===== config.mk =====
export PLATFORM = sky130hd
export DESIGN_NAME = parking_lot_counter
export DESIGN_NICKNAME = d
export VERILOG_FILES = /design/src/rtl/parking_pkg.sv /design/src/rtl/parking_lane_fsm.sv /design/src/rtl/parking_lot_counter.sv
export SDC_FILE = /design/constraint.sdc
export NUM_CORES = 1
export LEC_CHECK = 0
export CAP_MARGIN = 10
export CORE_AREA = 4 4 76 78
export CTS_BUF_LIST = sky130_fd_sc_hd__clkbuf_4 sky130_fd_sc_hd__clkbuf_8
export CTS_CLUSTER_DIAMETER = 80
export DETAILED_ROUTE_END_ITERATION = 6
export DIE_AREA = 0 0 80 82
export HOLD_SLACK_MARGIN = 0.02
export PLACE_DENSITY = 0.68
export SYNTH_ARGS = -nofsm -noshare
export SYNTH_HDL_FRONTEND = slang
export SYNTH_SLANG_ARGS = --single-unit

===== constraint.sdc =====
create_clock -name clk -period 7.8 [get_ports clk]
set_clock_uncertainty 0.1 [all_clocks]
set_input_delay 1.56 -clock clk [delete_from_list [all_inputs] [get_ports clk]]
set_output_delay 1.56 -clock clk [all_outputs]
set_load 0.1 [all_outputs]

===== src/rtl/parking_pkg.sv =====
// Shared definitions for the parking lot occupancy counter: lane state
// encoding, structural limits and the binary-to-BCD helper.
package parking_pkg;

    localparam int MAX_LANES  = 4;
    localparam int MAX_DIGITS = 4;

    typedef enum logic [2:0] {
        LS_IDLE = 3'd0,
        LS_E1   = 3'd1,
        LS_E2   = 3'd2,
        LS_E3   = 3'd3,
        LS_X1   = 3'd4,
        LS_X2   = 3'd5,
        LS_X3   = 3'd6
    } lane_state_e;

    // Shift-and-add-3 conversion; digits beyond MAX_DIGITS are dropped.
    function automatic logic [4*MAX_DIGITS-1:0] bin_to_bcd(input logic [15:0] bin);
        logic [31:0] sr;
        sr = {16'd0, bin};
        for (int i = 0; i < 16; i++) begin
            for (int d = 0; d < MAX_DIGITS; d++) begin
                sr[16+4*d +: 4] = (sr[16+4*d +: 4] >= 4'd5) ? (sr[16+4*d +: 4] + 4'd3)
                                                            : sr[16+4*d +: 4];
            end
            sr = sr << 1;
        end
        return sr[31:16];
    endfunction

endpackage


===== src/rtl/parking_lane_fsm.sv =====
// One entry/exit lane: sensor synchronizers, passage-tracking FSM,
// registered car_in/car_out pulses and the sticky illegal-sequence flag.
module parking_lane_fsm
    import parking_pkg::*;
(
    input  logic clk,
    input  logic reset,
    input  logic a,
    input  logic b,
    input  logic clr_flags,
    output logic car_in,
    output logic car_out,
    output logic seq_err
);

    logic        a_s1_q, a_s2_q, b_s1_q, b_s2_q;
    logic [1:0]  ab_s;
    lane_state_e state_q, state_d;
    logic        car_in_q, car_in_d;
    logic        car_out_q, car_out_d;
    logic        seq_err_q, seq_err_d;
    logic        err_set_s;

    // Two-stage synchronizers for the asynchronous photo-sensor inputs.
    always_ff @(posedge clk) begin
        if (reset) begin
            a_s1_q <= 1'b0;
            a_s2_q <= 1'b0;
            b_s1_q <= 1'b0;
            b_s2_q <= 1'b0;
        end else begin
            a_s1_q <= a;
            a_s2_q <= a_s1_q;
            b_s1_q <= b;
            b_s2_q <= b_s1_q;
        end
    end

    assign ab_s = {a_s2_q, b_s2_q};

    // Next-state logic: each state accepts its own value, one step forward,
    // one step back; anything else is a double change and aborts the passage.
    always_comb begin
        state_d   = state_q;
        car_in_d  = 1'b0;
        car_out_d = 1'b0;
        err_set_s = 1'b0;
        case (state_q)
            LS_IDLE: begin
                case (ab_s)
                    2'b00:   state_d = LS_IDLE;
                    2'b10:   state_d = LS_E1;
                    2'b01:   state_d = LS_X1;
                    default: begin state_d = LS_IDLE; err_set_s = 1'b1; end
                endcase
            end
            LS_E1: begin
                case (ab_s)
                    2'b10:   state_d = LS_E1;
                    2'b11:   state_d = LS_E2;
                    2'b00:   state_d = LS_IDLE;
                    default: begin state_d = LS_IDLE; err_set_s = 1'b1; end
                endcase
            end
            LS_E2: begin
                case (ab_s)
                    2'b11:   state_d = LS_E2;
                    2'b01:   state_d = LS_E3;
                    2'b10:   state_d = LS_E1;
                    default: begin state_d = LS_IDLE; err_set_s = 1'b1; end
                endcase
            end
            LS_E3: begin
                case (ab_s)
                    2'b01:   state_d = LS_E3;
                    2'b00:   begin state_d = LS_IDLE; car_in_d = 1'b1; end
                    2'b11:   state_d = LS_E2;
                    default: begin state_d = LS_IDLE; err_set_s = 1'b1; end
                endcase
            end
            LS_X1: begin
                case (ab_s)
                    2'b01:   state_d = LS_X1;
                    2'b11:   state_d = LS_X2;
                    2'b00:   state_d = LS_IDLE;
                    default: begin state_d = LS_IDLE; err_set_s = 1'b1; end
                endcase
            end
            LS_X2: begin
                case (ab_s)
                    2'b11:   state_d = LS_X2;
                    2'b10:   state_d = LS_X3;
                    2'b01:   state_d = LS_X1;
                    default: begin state_d = LS_IDLE; err_set_s = 1'b1; end
                endcase
            end
            LS_X3: begin
                case (ab_s)
                    2'b10:   state_d = LS_X3;
                    2'b00:   begin state_d = LS_IDLE; car_out_d = 1'b1; end
                    2'b11:   state_d = LS_X2;
                    default: begin state_d = LS_IDLE; err_set_s = 1'b1; end
                endcase
            end
            default: begin
                state_d   = LS_IDLE;
                err_set_s = 1'b1;
            end
        endcase
        seq_err_d = err_set_s | (seq_err_q & ~clr_flags);
    end

    // Lane FSM state with its registered pulse and flag outputs.
    always_ff @(posedge clk) begin
        if (reset) begin
            state_q   <= LS_IDLE;
            car_in_q  <= 1'b0;
            car_out_q <= 1'b0;
            seq_err_q <= 1'b0;
        end else begin
            state_q   <= state_d;
            car_in_q  <= car_in_d;
            car_out_q <= car_out_d;
            seq_err_q <= seq_err_d;
        end
    end

    assign car_in  = car_in_q;
    assign car_out = car_out_q;
    assign seq_err = seq_err_q;

endmodule


===== src/rtl/parking_lot_counter.sv =====
// Multi-lane parking lot occupancy counter with clamped binary count,
// BCD display value, full/empty status and sticky overflow/underflow flags.
module parking_lot_counter
    import parking_pkg::*;
#(
    parameter  int NUM_LANES = 2,
    parameter  int DIGITS    = 2,
    parameter  int CAPACITY  = 50,
    localparam int W         = $clog2(CAPACITY + 1)
) (
    input  logic                  clk,
    input  logic                  reset,
    input  logic [NUM_LANES-1:0]  a,
    input  logic [NUM_LANES-1:0]  b,
    input  logic                  clr_flags,
    output logic [W-1:0]          count_bin,
    output logic [4*DIGITS-1:0]   count_bcd,
    output logic                  full,
    output logic                  empty,
    output logic [NUM_LANES-1:0]  car_in,
    output logic [NUM_LANES-1:0]  car_out,
    output logic [NUM_LANES-1:0]  seq_err,
    output logic                  ovf,
    output logic                  unf
);

    localparam logic [W-1:0] CAP_W = W'(CAPACITY);

    logic [W-1:0]        count_bin_q, count_bin_d;
    logic [4*DIGITS-1:0] count_bcd_q, count_bcd_d;
    logic                full_q, full_d;
    logic                empty_q, empty_d;
    logic                ovf_q, ovf_d;
    logic                unf_q, unf_d;
    logic                ovf_set_s, unf_set_s;
    int                  n_in_s, n_out_s, next_s;

    for (genvar g = 0; g < NUM_LANES; g++) begin : g_lane
        parking_lane_fsm u_lane (
            .clk       (clk),
            .reset     (reset),
            .a         (a[g]),
            .b         (b[g]),
            .clr_flags (clr_flags),
            .car_in    (car_in[g]),
            .car_out   (car_out[g]),
            .seq_err   (seq_err[g])
        );
    end

    // Net all lane pulses first, then clamp to the legal occupancy range.
    always_comb begin
        n_in_s    = 0;
        n_out_s   = 0;
        ovf_set_s = 1'b0;
        unf_set_s = 1'b0;
        for (int i = 0; i < NUM_LANES; i++) begin
            n_in_s  = n_in_s + int'(car_in[i]);
            n_out_s = n_out_s + int'(car_out[i]);
        end
        next_s = int'(count_bin_q) + n_in_s - n_out_s;
        if (next_s > CAPACITY) begin
            count_bin_d = CAP_W;
            ovf_set_s   = 1'b1;
        end else if (next_s < 0) begin
            count_bin_d = {W{1'b0}};
            unf_set_s   = 1'b1;
        end else begin
            count_bin_d = W'(next_s);
        end
        full_d      = (count_bin_d == CAP_W);
        empty_d     = (count_bin_d == {W{1'b0}});
        ovf_d       = ovf_set_s | (ovf_q & ~clr_flags);
        unf_d       = unf_set_s | (unf_q & ~clr_flags);
        count_bcd_d = (4*DIGITS)'(bin_to_bcd(16'(count_bin_q)));
    end

    // Occupancy, status and display registers.
    always_ff @(posedge clk) begin
        if (reset) begin
            count_bin_q <= {W{1'b0}};
            count_bcd_q <= {(4*DIGITS){1'b0}};
            full_q      <= 1'b0;
            empty_q     <= 1'b1;
            ovf_q       <= 1'b0;
            unf_q       <= 1'b0;
        end else begin
            count_bin_q <= count_bin_d;
            count_bcd_q <= count_bcd_d;
            full_q      <= full_d;
            empty_q     <= empty_d;
            ovf_q       <= ovf_d;
            unf_q       <= unf_d;
        end
    end

    assign count_bin = count_bin_q;
    assign count_bcd = count_bcd_q;
    assign full      = full_q;
    assign empty     = empty_q;
    assign ovf       = ovf_q;
    assign unf       = unf_q;

endmodule


== Word-level counts from Yosys, hierarchy flattened ==
Index checks and enable logic that the tools add are counted.

* Logic and storage cells: 143
* Output and inout port bits: 24
* Bits in latches: 0
* Memory bits (writable): 0
* Flip-flop bits (word level): 38
* Memory bits (read-only): 0
* Memories kept: 0
* Bits of input ports: 7

* Multiply operators: 0
* Mux-type cells: 42
* Bitwise operators: 13
* Add/sub/neg operators: 13
* Reduce and logical (&&, ||, !) cells: 23
* Eq/ne operators: 19
* Divide/modulo/power cells: 0
* Shift operators: 0
* $lt $le $gt $ge: 11

{| class="wikitable"
|+ Operator list
! cell !! number
|-
| 3-bit one-hot mux with 7 select lines || 2
|-
| 3-bit one-hot mux with 2 select lines || 6
|-
| 4-bit by 3-bit >= comparator with 1-bit output (second input constant) || 7
|-
| 3-bit OR reduction || 8
|-
| 4-bit 2-to-1 mux || 5
|-
| 2-bit OR reduction || 10
|-
| 3-bit equality test (second input constant) || 6
|-
| 3-bit one-hot mux with 3 select lines || 2
|-
| 4-bit by 2-bit adder with 4-bit output (second input constant) || 4
|-
| 2-bit one-hot mux with 2 select lines || 4
|-
| 1-bit 2-to-1 mux || 13
|-
| 3-bit by 2-bit equality test with 1-bit output (second input constant) || 4
|-
| 3-bit 2-to-1 mux || 4
|-
| 6-bit 2-to-1 mux || 2
|-
| 2-bit one-hot mux with 3 select lines || 2
|-
| 3-bit by 2-bit adder with 3-bit output (second input constant) || 3
|-
| 2-bit equality test (second input constant) || 4
|-
| 8-bit by 7-bit > comparator with 1-bit output (second input constant) || 1
|-
| 8-bit by 1-bit less-than comparator with 1-bit output (second input constant) || 1
|-
| 1-bit one-hot mux with 4 select lines || 2
|-
| 7-bit by 2-bit subtractor with 8-bit output || 1
|-
| 6-bit by 2-bit adder with 7-bit output || 1
|-
| 1-bit by 2-bit adder with 3-bit output (second input constant) || 2
|-
| 3-bit by 1-bit equality test with 1-bit output (second input constant) || 2
|-
| 10 further kinds || 25
|}

== Longest topological paths before layout ==
Gate-level depths: netlist of the first run.

* Depth in word-level cells: 10
* Depth in mapped cells: 16
* Mapped depth without buffers: 15

== Cells and area by module ==
A second synthesis of the first run with hierarchy kept.

* Cells, all modules: 257
* Area, all modules: 2387.3 sq um

{| class="wikitable"
|+ Modules (own cells, without submodules)
! module !! area an instance (sq um) !! times used !! sequential area each (sq um) !! cells an instance
|-
| parking_lot_counter || 1228.7 || 1 || 340.3 || 135
|-
| parking_lane_fsm || 579.3 || 2 || 200.2 || 61
|}

== Least setup slack after synthesis of the first run ==
No wires, ideal clock.

* Path type: register to register
* Start: reg count_bin_q[4] (netlist: count_bin[4])
* End: reg count_bcd_q[2] (netlist: count_bcd[2])
* Arrival: 4.024 ns
* Cell stages (with the launch flop): 17
* Setup time: 0.065 ns
* Path slack: 3.611 ns
* Path buffers: 1
* Path through: dfxtp_1 > inv_1 > ha_1 > buf_6 > a21o_4 > xnor2_1 > inv_1 > ha_1 > nand2b_1 > a21oi_2 > xnor2_2 > ha_1 > nand2b_1 > a211oi_2 > o31ai_2 > mux2_1 > nor2_1

* Word-level cells in the longest chain between the ends: 8
* Elaborated cells on any way between the ends: 12

{| class="wikitable"
|+ RTL lines
! element !! RTL line !! source
|-
| from (decl) || parking_lot_counter.sv:29 || <nowiki>logic [W-1:0] count_bin_q, count_bin_d;</nowiki>
|-
| from (signal assigned) || parking_lot_counter.sv:81 || <nowiki>count_bin_q <= {W{1'b0}};</nowiki>
|-
| from (signal assigned) || parking_lot_counter.sv:88 || <nowiki>count_bin_q <= count_bin_d;</nowiki>
|-
| 4-bit by 2-bit adder with 4-bit output / 4-bit by 3-bit >= comparator with 1-bit output (equally long branches) || parking_pkg.sv:24 || <nowiki>sr[16+4*d +: 4] = (sr[16+4*d +: 4] >= 4'd5) ? (sr[16+4*d +: 4] + 4'd3)</nowiki>
|-
| 4-bit 2-to-1 mux (*) || parking_pkg.sv:24 ||
|-
| 4-bit by 2-bit adder with 4-bit output / 4-bit by 3-bit >= comparator with 1-bit output (equally long branches) || parking_pkg.sv:24 ||
|-
| 4-bit 2-to-1 mux (*) || parking_pkg.sv:24 ||
|-
| 4-bit by 3-bit >= comparator with 1-bit output / 4-bit by 2-bit adder with 4-bit output (equally long branches) || parking_pkg.sv:24 ||
|-
| 4-bit 2-to-1 mux (*) || parking_pkg.sv:24 ||
|-
| 4-bit by 2-bit adder with 4-bit output / 4-bit by 3-bit >= comparator with 1-bit output (equally long branches) || parking_pkg.sv:24 ||
|-
| 4-bit 2-to-1 mux (*) || parking_pkg.sv:24 ||
|-
| to (signal assigned) || parking_lot_counter.sv:82 || <nowiki>count_bcd_q <= {(4*DIGITS){1'b0}};</nowiki>
|-
| to (signal assigned) || parking_lot_counter.sv:89 || <nowiki>count_bcd_q <= count_bcd_d;</nowiki>
|-
| to (decl) || parking_lot_counter.sv:30 || <nowiki>logic [4*DIGITS-1:0] count_bcd_q, count_bcd_d;</nowiki>
|}

Mark *: on every way between the ends. The rest lies on a longest branch, timed or not.
A chain may end at the register's enable or synchronous reset.

== Final worst setup path of the first run ==
* Start: reg count_bin_q[5] (netlist: count_bin[5])
* End: out count_bin[5]

{| class="wikitable"
|+ RTL lines
! element !! RTL line !! source
|-
| to (decl) || parking_lot_counter.sv:16 || <nowiki>output logic [W-1:0] count_bin,</nowiki>
|}

No word-level cell between the ends.

==> results.md, run 1 <==
* Status: complete, no violations
* CP Cell Sequence: clkdlybuf4s50_1
* ANT cells at 0
* Worst EP required at between 6000 and 7000 ps
* Initial antenna violation count at 0
* Worst path max stage delay at 1230 ps
* Initial Util at between 40% and 50%
* CTS tree: done
* Fin nets at about 340
* Total GRT Usage at between 15 and 20%
* Cell Area, Synth at 2470 um^2
* Cts hold-fix bufs at 0
* Slew @ Worst Pin at 992 ps
* Mapped Cells at between 200 and 300
* Total CTS buffers at 5
* Ys async rst share at 0%
* Worst Path Buf+Inv at 1
* Clock slew seen by the registers of the worst setup and hold paths at 70 ps
* Library cells used by synthesis at between 50 and 60
* CTS resizes at 0
* CP startpoint kind: register
* Stages on the worst setup path at 1
* Peak Freq at 0.263 GHz
* Worst Path Arrival at about 2100 ps
* Pleak at 1.10 nW
* Final Critical Period at 3800 ps
* DRT Pass-1 Iters at 4
* Longest Clk Path Bufs at 2
* IR Drop Worst-Case VDD at ~0.28 mV
* I/O Pins at 31
* Max_slew headroom at 33.7%
* Via-to-Cell Ratio at 5.21
* DRT iter0 DRCs at 90
* Critical Path Sink Type: output pin
* Core ar. at 5070 um^2
* Setup violators final at 0
* M1 GR Usage at 18.8%
* Synthesized area per cell at approximately 8.6 um^2
* Met3 Use GR at 5.04%
* Routed wire length at between 4000 and 5000 um
* Slew Limit Fails at 0
* Post-DP HPWL at roughly 3500 um
* Die Span X at about 80 um
* Largest net degree at the start of global routing at 32
* CP max stage cell: clkdlybuf4s50_1
* Post-synth EDFFs at 0
* Vias in the first global route at approximately 1,800
* Die height at 82 um
* Gpl congestion at around 0.86
* First-pass GRT wire length at about 8000 um
* Clock root buffer: clkbuf_8
* Share of cells above drive strength 1 at a little under 8%
* # rows at 26
* Sequential cell area fraction in the yosys report at between 20% and 30%
* Maxcap violations at 0
* CP top delay family: buffers and inverters
* Top FF cell, synth: dfxtp_1
* Post-route ant nets at 0
* Setup TNS at 0 ps
* Total power at 0.889 mW
* Gr ovfl total at 0
* Clock Sinks at 37
* Syn. warnings at 0
* Vias post-DR at a little under 2,000
* Cells on Worst Hold Path at 1
* Depth of the most critical reg-to-reg path at 15
* Seq cells post-synth at 37
* WS Path Type: register to output pin
* Critical-path maximum fanout at 15
* Die area at around 6600 um^2
* Setup Fix Bufs, Post-CTS at 0
* Pwr/cell area at ~310 nW/um^2
* Net count after synthesis at approximately 320
* Tcrit/Tclk final at approximately 50%
* M2 GR Usage at between 20% and 30%
* Drt drc at 0
* Unrepaired setup endpoints after global routing: no
* Worst skew pair latency at 280 ps
* H-tree depth at 2
* Fin. Hold Viols at 0
* Area delta synth->final at 14.4%
* Hold crit path type: register to register
* Layer with the highest usage: met2
* Port Buffers at 29
* Drt wl/cell at between 10 and 15 um
## Yosys cell counts (3+ instances only)
library cell,n,area [um^2]
nor2b_1,15,93.8
mux2_2,3,33.8
o21ai_0,10,50.1
a21oi_1,14,70.1
a21oi_2,3,26.3
mux2i_1,3,30.0
nor3_1,9,45.0
clkbuf_1,9,33.8
xnor2_1,3,26.3
a31oi_1,3,18.8
fa_1,3,60.1
nand3_1,3,15.0
or3_1,3,18.8
nand2_1,19,71.3
o211ai_1,3,22.5
dfxtp_1,37,741
o21a_1,3,22.5
ha_1,27,338
nand2b_1,7,43.8
inv_1,25,93.8
buf_4,8,60.1
nor2_1,32,120
## cell families after synthesis
logic type	Yosys count	synth area share, %
simple gates	99	20.0
xor+xnor	6	2.43
buf+inv	46	8.81
other cells	1	0.152
compound gates	57	16.5
fa+ha+maj	30	16.1
mux	11	6.03
flops	37	30.0
## power by group
part           leakage [nW]  switching (mW)  total, mW  internal (mW)
sequential            0.303          0.0260      0.243          0.217
combinational         0.746           0.340      0.508          0.168
clock                0.0477          0.0642      0.138         0.0736
total                  1.10           0.430      0.889          0.459
## path summary, 6_finish.rpt
kind | startpoint | endpoint | slack [ps]
setup / recovery | count_bin[5]$_SDFF_PP0_ | count_bin[5] | 4000
hold / removal | g_lane[1].u_lane.a_s1_q$_SDFF_PP0_ | g_lane[1].u_lane.a_s2_q$_SDFF_PP0_ | 330
setup reg to reg | count_bin[4]$_SDFF_PP0_ | count_bcd[2]$_SDFF_PP0_ | 4150
hold reg to reg | g_lane[1].u_lane.a_s1_q$_SDFF_PP0_ | g_lane[1].u_lane.a_s2_q$_SDFF_PP0_ | 330
## sequential cells by signal, summed over array words and instances (netlist names)
register / count
g_lane.u_lane.car_out: 2
g_lane.u_lane.state_q: 6
g_lane.u_lane.a_s1_q: 2
unf: 1
count_bcd: 7
ovf: 1
count_bin: 6
g_lane.u_lane.b_s1_q: 2
g_lane.u_lane.seq_err: 2
g_lane.u_lane.b_s2_q: 2
full: 1
empty: 1
g_lane.u_lane.a_s2_q: 2
g_lane.u_lane.car_in: 2
## cells in the final DEF, fill, tap and decap left out, types with 2 or more instances in the layout
cell,n
a2111oi_0,2
clkbuf_8,6
nor4b_1,2
o22ai_1,2
clkdlybuf4s50_1,29
xnor2_1,3
inv_1,25
a31oi_1,3
mux2_2,3
fa_1,3
xor2_1,2
and3_1,2
or3_1,3
ha_1,27
a21oi_2,3
nor3b_1,2
nor2_1,32
nand3_1,3
a41oi_1,2
nor3_1,9
nand4b_1,2
dfxtp_1,37
o21ai_0,10
o211ai_1,3
nand2_1,19
o21a_1,3
o221ai_1,2
nand2b_1,7
nor2b_1,15
a21oi_1,14
mux2i_1,3
## per-layer routing
metal  up-vias  part of all wire (%)  wire length [um]
li1       1005                     -                 -
met4         0                   2.2               102
met3        12                   5.6               261
met1       887                    47              2160
met5         -                     0                 0
met2        44                    46              2120
## area by class of cell
| type | count | area, um^2 |
|---|---|---|
| clock buffer | 7 | 90.1 |
| tap | 70 | 87.6 |
| sequential | 37 | 741 |
| fill | 491 | 2250 |
| multi-input combinational | 204 | 1510 |
| inverter | 26 | 97.6 |
| timing repair buffer | 30 | 298 |
## per-stage QoR
stage / utilization (%) / instance area, um^2 / instances / hold WS, ps / setup slack (ps)
6_report: 55.7 / 2830 / 374 / 334 / 4000
5_1_grt: 55.7 / 2830 / 374 / 358 / 3850
4_1_cts: 55.7 / 2830 / 374 / 337 / 3980
3_5_place_dp: 53.9 / 2740 / 367 / 320 / 4160
3_3_place_gp: 53.9 / 2740 / 367 / 320 / 4250
2_1_floorplan: - / 2470 / 287 / 314 / 3610
Note: power is estimated with default switching activity, not from simulation.
==> inputs of run 2 (changes only) <==
--- a/config.mk
+++ b/config.mk
@@ -12,7 +12,7 @@
 export DETAILED_ROUTE_END_ITERATION = 6
 export DIE_AREA = 0 0 80 82
 export HOLD_SLACK_MARGIN = 0.02
-export PLACE_DENSITY = 0.68
+export PLACE_DENSITY = 0.71
 export SYNTH_ARGS = -nofsm -noshare
 export SYNTH_HDL_FRONTEND = slang
 export SYNTH_SLANG_ARGS = --single-unit
==> constraint.sdc (replaced) <==
create_clock -name clk -period 3.31 [get_ports clk]
set_clock_uncertainty 0.1 [all_clocks]
set_input_delay 0.662 -clock clk [delete_from_list [all_inputs] [get_ports clk]]
set_output_delay 0.662 -clock clk [all_outputs]
set_load 0.1 [all_outputs]
==> run 2 against run 1 <==
Compared with the run above: global-route usage fell by 0.13 points; register-to-register slack got worse by 4000 ps; utilization increased by 1.3 points; cell count is 1.1% higher; flip-flop and latch count did not move; worst setup slack lost 3800 ps; clock power rose to 2.8 times the previous value; sequential share of layout area fell by 0.36 points; largest cell class unchanged; highest routed layer unchanged.
==> results.md, run 2 (synthesized netlist as in run 1, its figures left out) <==
* Status: complete, no violations
* ANT cells at 0
* Largest net degree at the start of global routing at 17
* Clock share of power at 17.6%
* Gr ovfl total at 0
* Pleak at about 1.2 nW
* Setup TNS at 0 ps
* Commonest non-fill, non-tap cells in the layout: 34 x dfxtp_1, 32 x nor2_1, 27 x buf_4
* Final Critical Period at 3150 ps
* Total power at roughly 2.2 mW
* Vias post-DR at 1,917
* Post-route ant nets at 0
* Core ar. at slightly above 5000 um^2
* Setup violators final at 0
* First-pass GRT wire length at roughly 7900 um
* Gpl congestion at about 0.83
* WS Path Type: register to register
* Total GRT Usage at 15.1%
* Maxcap violations at 0
* Placed Area at between 2000 and 3000 um^2
* Max FFs per register at 7
* Most common cell after layout, fill and taps aside: dfxtp_1
* I/O Pins at 31
* Drt wl/cell at around 12 um
* Area delta synth->final at 17.0%
* Initial Util at around 49%
* Worst EP required at approximately 3400 ps
* Port Buffers at 29
* Vias in the first global route at ~1,800
* Slew Limit Fails at 0
* Die Span X at 80 um
* Combinational cell fraction of total power at around 57%
* Routed wire length at between 4000 and 5000 um
* Fin nets at between 300 and 400
* Peak Freq at approximately 0.32 GHz
* Unrepaired setup endpoints after global routing: no
* Fin area at just under 3000 um^2
* IR Drop Worst-Case VDD at 0.562 mV
* Initial antenna violation count at 0
* Post-Layout Cell Count at roughly 380
* Clock root buffer: clkbuf_8
* CTS tree: done
* Int Pwr at between 1 and 1.5 mW
* Pwr/cell area at 764 nW/um^2
* Tcrit/Tclk final at between 90 and 100%
* Max_slew headroom at a little under two thirds
* H-tree depth at 2
* Critical Path Sink Type: register
* Via-to-Cell Ratio at just over 5
* DRT iter0 DRCs at 69
* Die height at roughly 82 um
* CP startpoint kind: register
* Post-Place Cells at around 370
* Critical-path maximum fanout at 9
* Total CTS buffers at 5
* Clock slew seen by the registers of the worst setup and hold paths at roughly 80 ps
* Layout filler cell count at roughly 480
* Share of cells above drive strength 1 at between 20% and 30%
* Hold crit path type: register to register
* Post-DP HPWL at approximately 3600 um
* Drt drc at 0
* Sequential share of power at about 25%
* Switching pwr at 1.05 mW
* Worst Path Arrival at between 3000 and 4000 ps
* Switch share at 47.6%
* Clock Sinks at 37
* DRT Pass-1 Iters at 4
* Worst skew pair latency at between 200 and 300 ps
* Slew @ Worst Pin at 546 ps
* # rows at 26
* Longest Clk Path Bufs at 2
* Die area at around 6600 um^2
* Fin. Hold Viols at 0
-- run 2: cell types whose count changed in the layout (fill, tap and decap cells not counted), moves of 2 or more --
| cell | previous run | this run |
|---|---|---|
| dfxtp_1 | 37 | 34 |
| ha_1 | 27 | 24 |
| nand2b_4 | 0 | 2 |
| clkdlybuf4s50_1 | 29 | 6 |
| nand2b_1 | 7 | 5 |
| dfxtp_2 | 0 | 2 |
| ha_2 | 0 | 2 |
| inv_1 | 25 | 23 |
| buf_4 | 1 | 27 |
-- run 2: layer usage --
| metal | vias to the layer above | part of all wire (%) | global-route usage (%) |
|---|---|---|---|
| met3 | 2 | 4.7 | 4.39 |
| met2 | 31 | 46 | 25.2 |
| met5 | - | 0 | 0 |
| met1 | 871 | 49 | 19.5 |
| li1 | 1013 | - | - |
| met4 | 0 | 0.18 | 3.04 |
-- run 2: stage by stage --
stage	setup WS, ps	utilization, %	hold WS, ps
after floorplan	3.34	-	314
after global placement	216	54.4	319
after detailed placement	121	54.4	324
after CTS	87.7	56.7	345
after global routing	8.49	56.9	363
final	165	56.9	340
-- run 2: layout make-up --
type | instances | area (um^2) | share of cell area (%)
clock buffer | 5 | 68.8 | 2.38
sequential | 37 | 747 | 25.9
clock inverter | 3 | 46.3 | 1.60
inverter | 26 | 100 | 3.46
multi-input combinational | 204 | 1580 | 54.6
timing repair buffer | 33 | 263 | 9.09
tap | 70 | 87.6 | 3.03
-- run 2: timing repair --
| action | 4_1_cts | 5_1_grt |
|---|---|---|
| endpoints found under the hold margin | 0 | 0 |
| resized for setup | 0 | 1 |
| setup buffers | 0 | 1 |
| hold buffers | 0 | 0 |
| setup endpoints to repair | 0 | 5 |
-- run 2: power groups by stage --
stage	Clock (mW)	Combinational [mW]	Sequential, mW
3_5_place_dp	0	1.25	0.570
5_1_grt	0.421	1.35	0.568
3_3_place_gp	0	1.24	0.569
2_1_floorplan	0	0.633	0.976
4_1_cts	0.400	1.26	0.560
6_report	0.388	1.26	0.559
-- run 2: worst max-delay path, stage by stage, from the launching register on --
cell and delay (ps):
dfxtp_4 400, inv_4 70, ha_4 190, a21o_4 270, xnor2_4 200, inv_2 60, ha_1 250, nand2b_4 120
a21oi_4 60, xnor2_2 210, ha_2 210, nand2b_4 120, a211oi_2 70, o31ai_2 310, mux2_1 350, nor2_1 80
-- run 2: path summary, 6_finish.rpt --
| check | end | startpoint | cells past startpoint | slack [ps] |
|---|---|---|---|---|
| max | count_bcd[2]$_SDFF_PP0_ | count_bin[4]$_SDFF_PP0_ | 15 | 160 |
| min | g_lane[1].u_lane.a_s2_q$_SDFF_PP0_ | g_lane[1].u_lane.a_s1_q$_SDFF_PP0_ | 1 | 340 |
| max reg2reg | count_bcd[2]$_SDFF_PP0_ | count_bin[4]$_SDFF_PP0_ | 15 | 160 |
| min reg2reg | g_lane[1].u_lane.a_s2_q$_SDFF_PP0_ | g_lane[1].u_lane.a_s1_q$_SDFF_PP0_ | 1 | 340 |
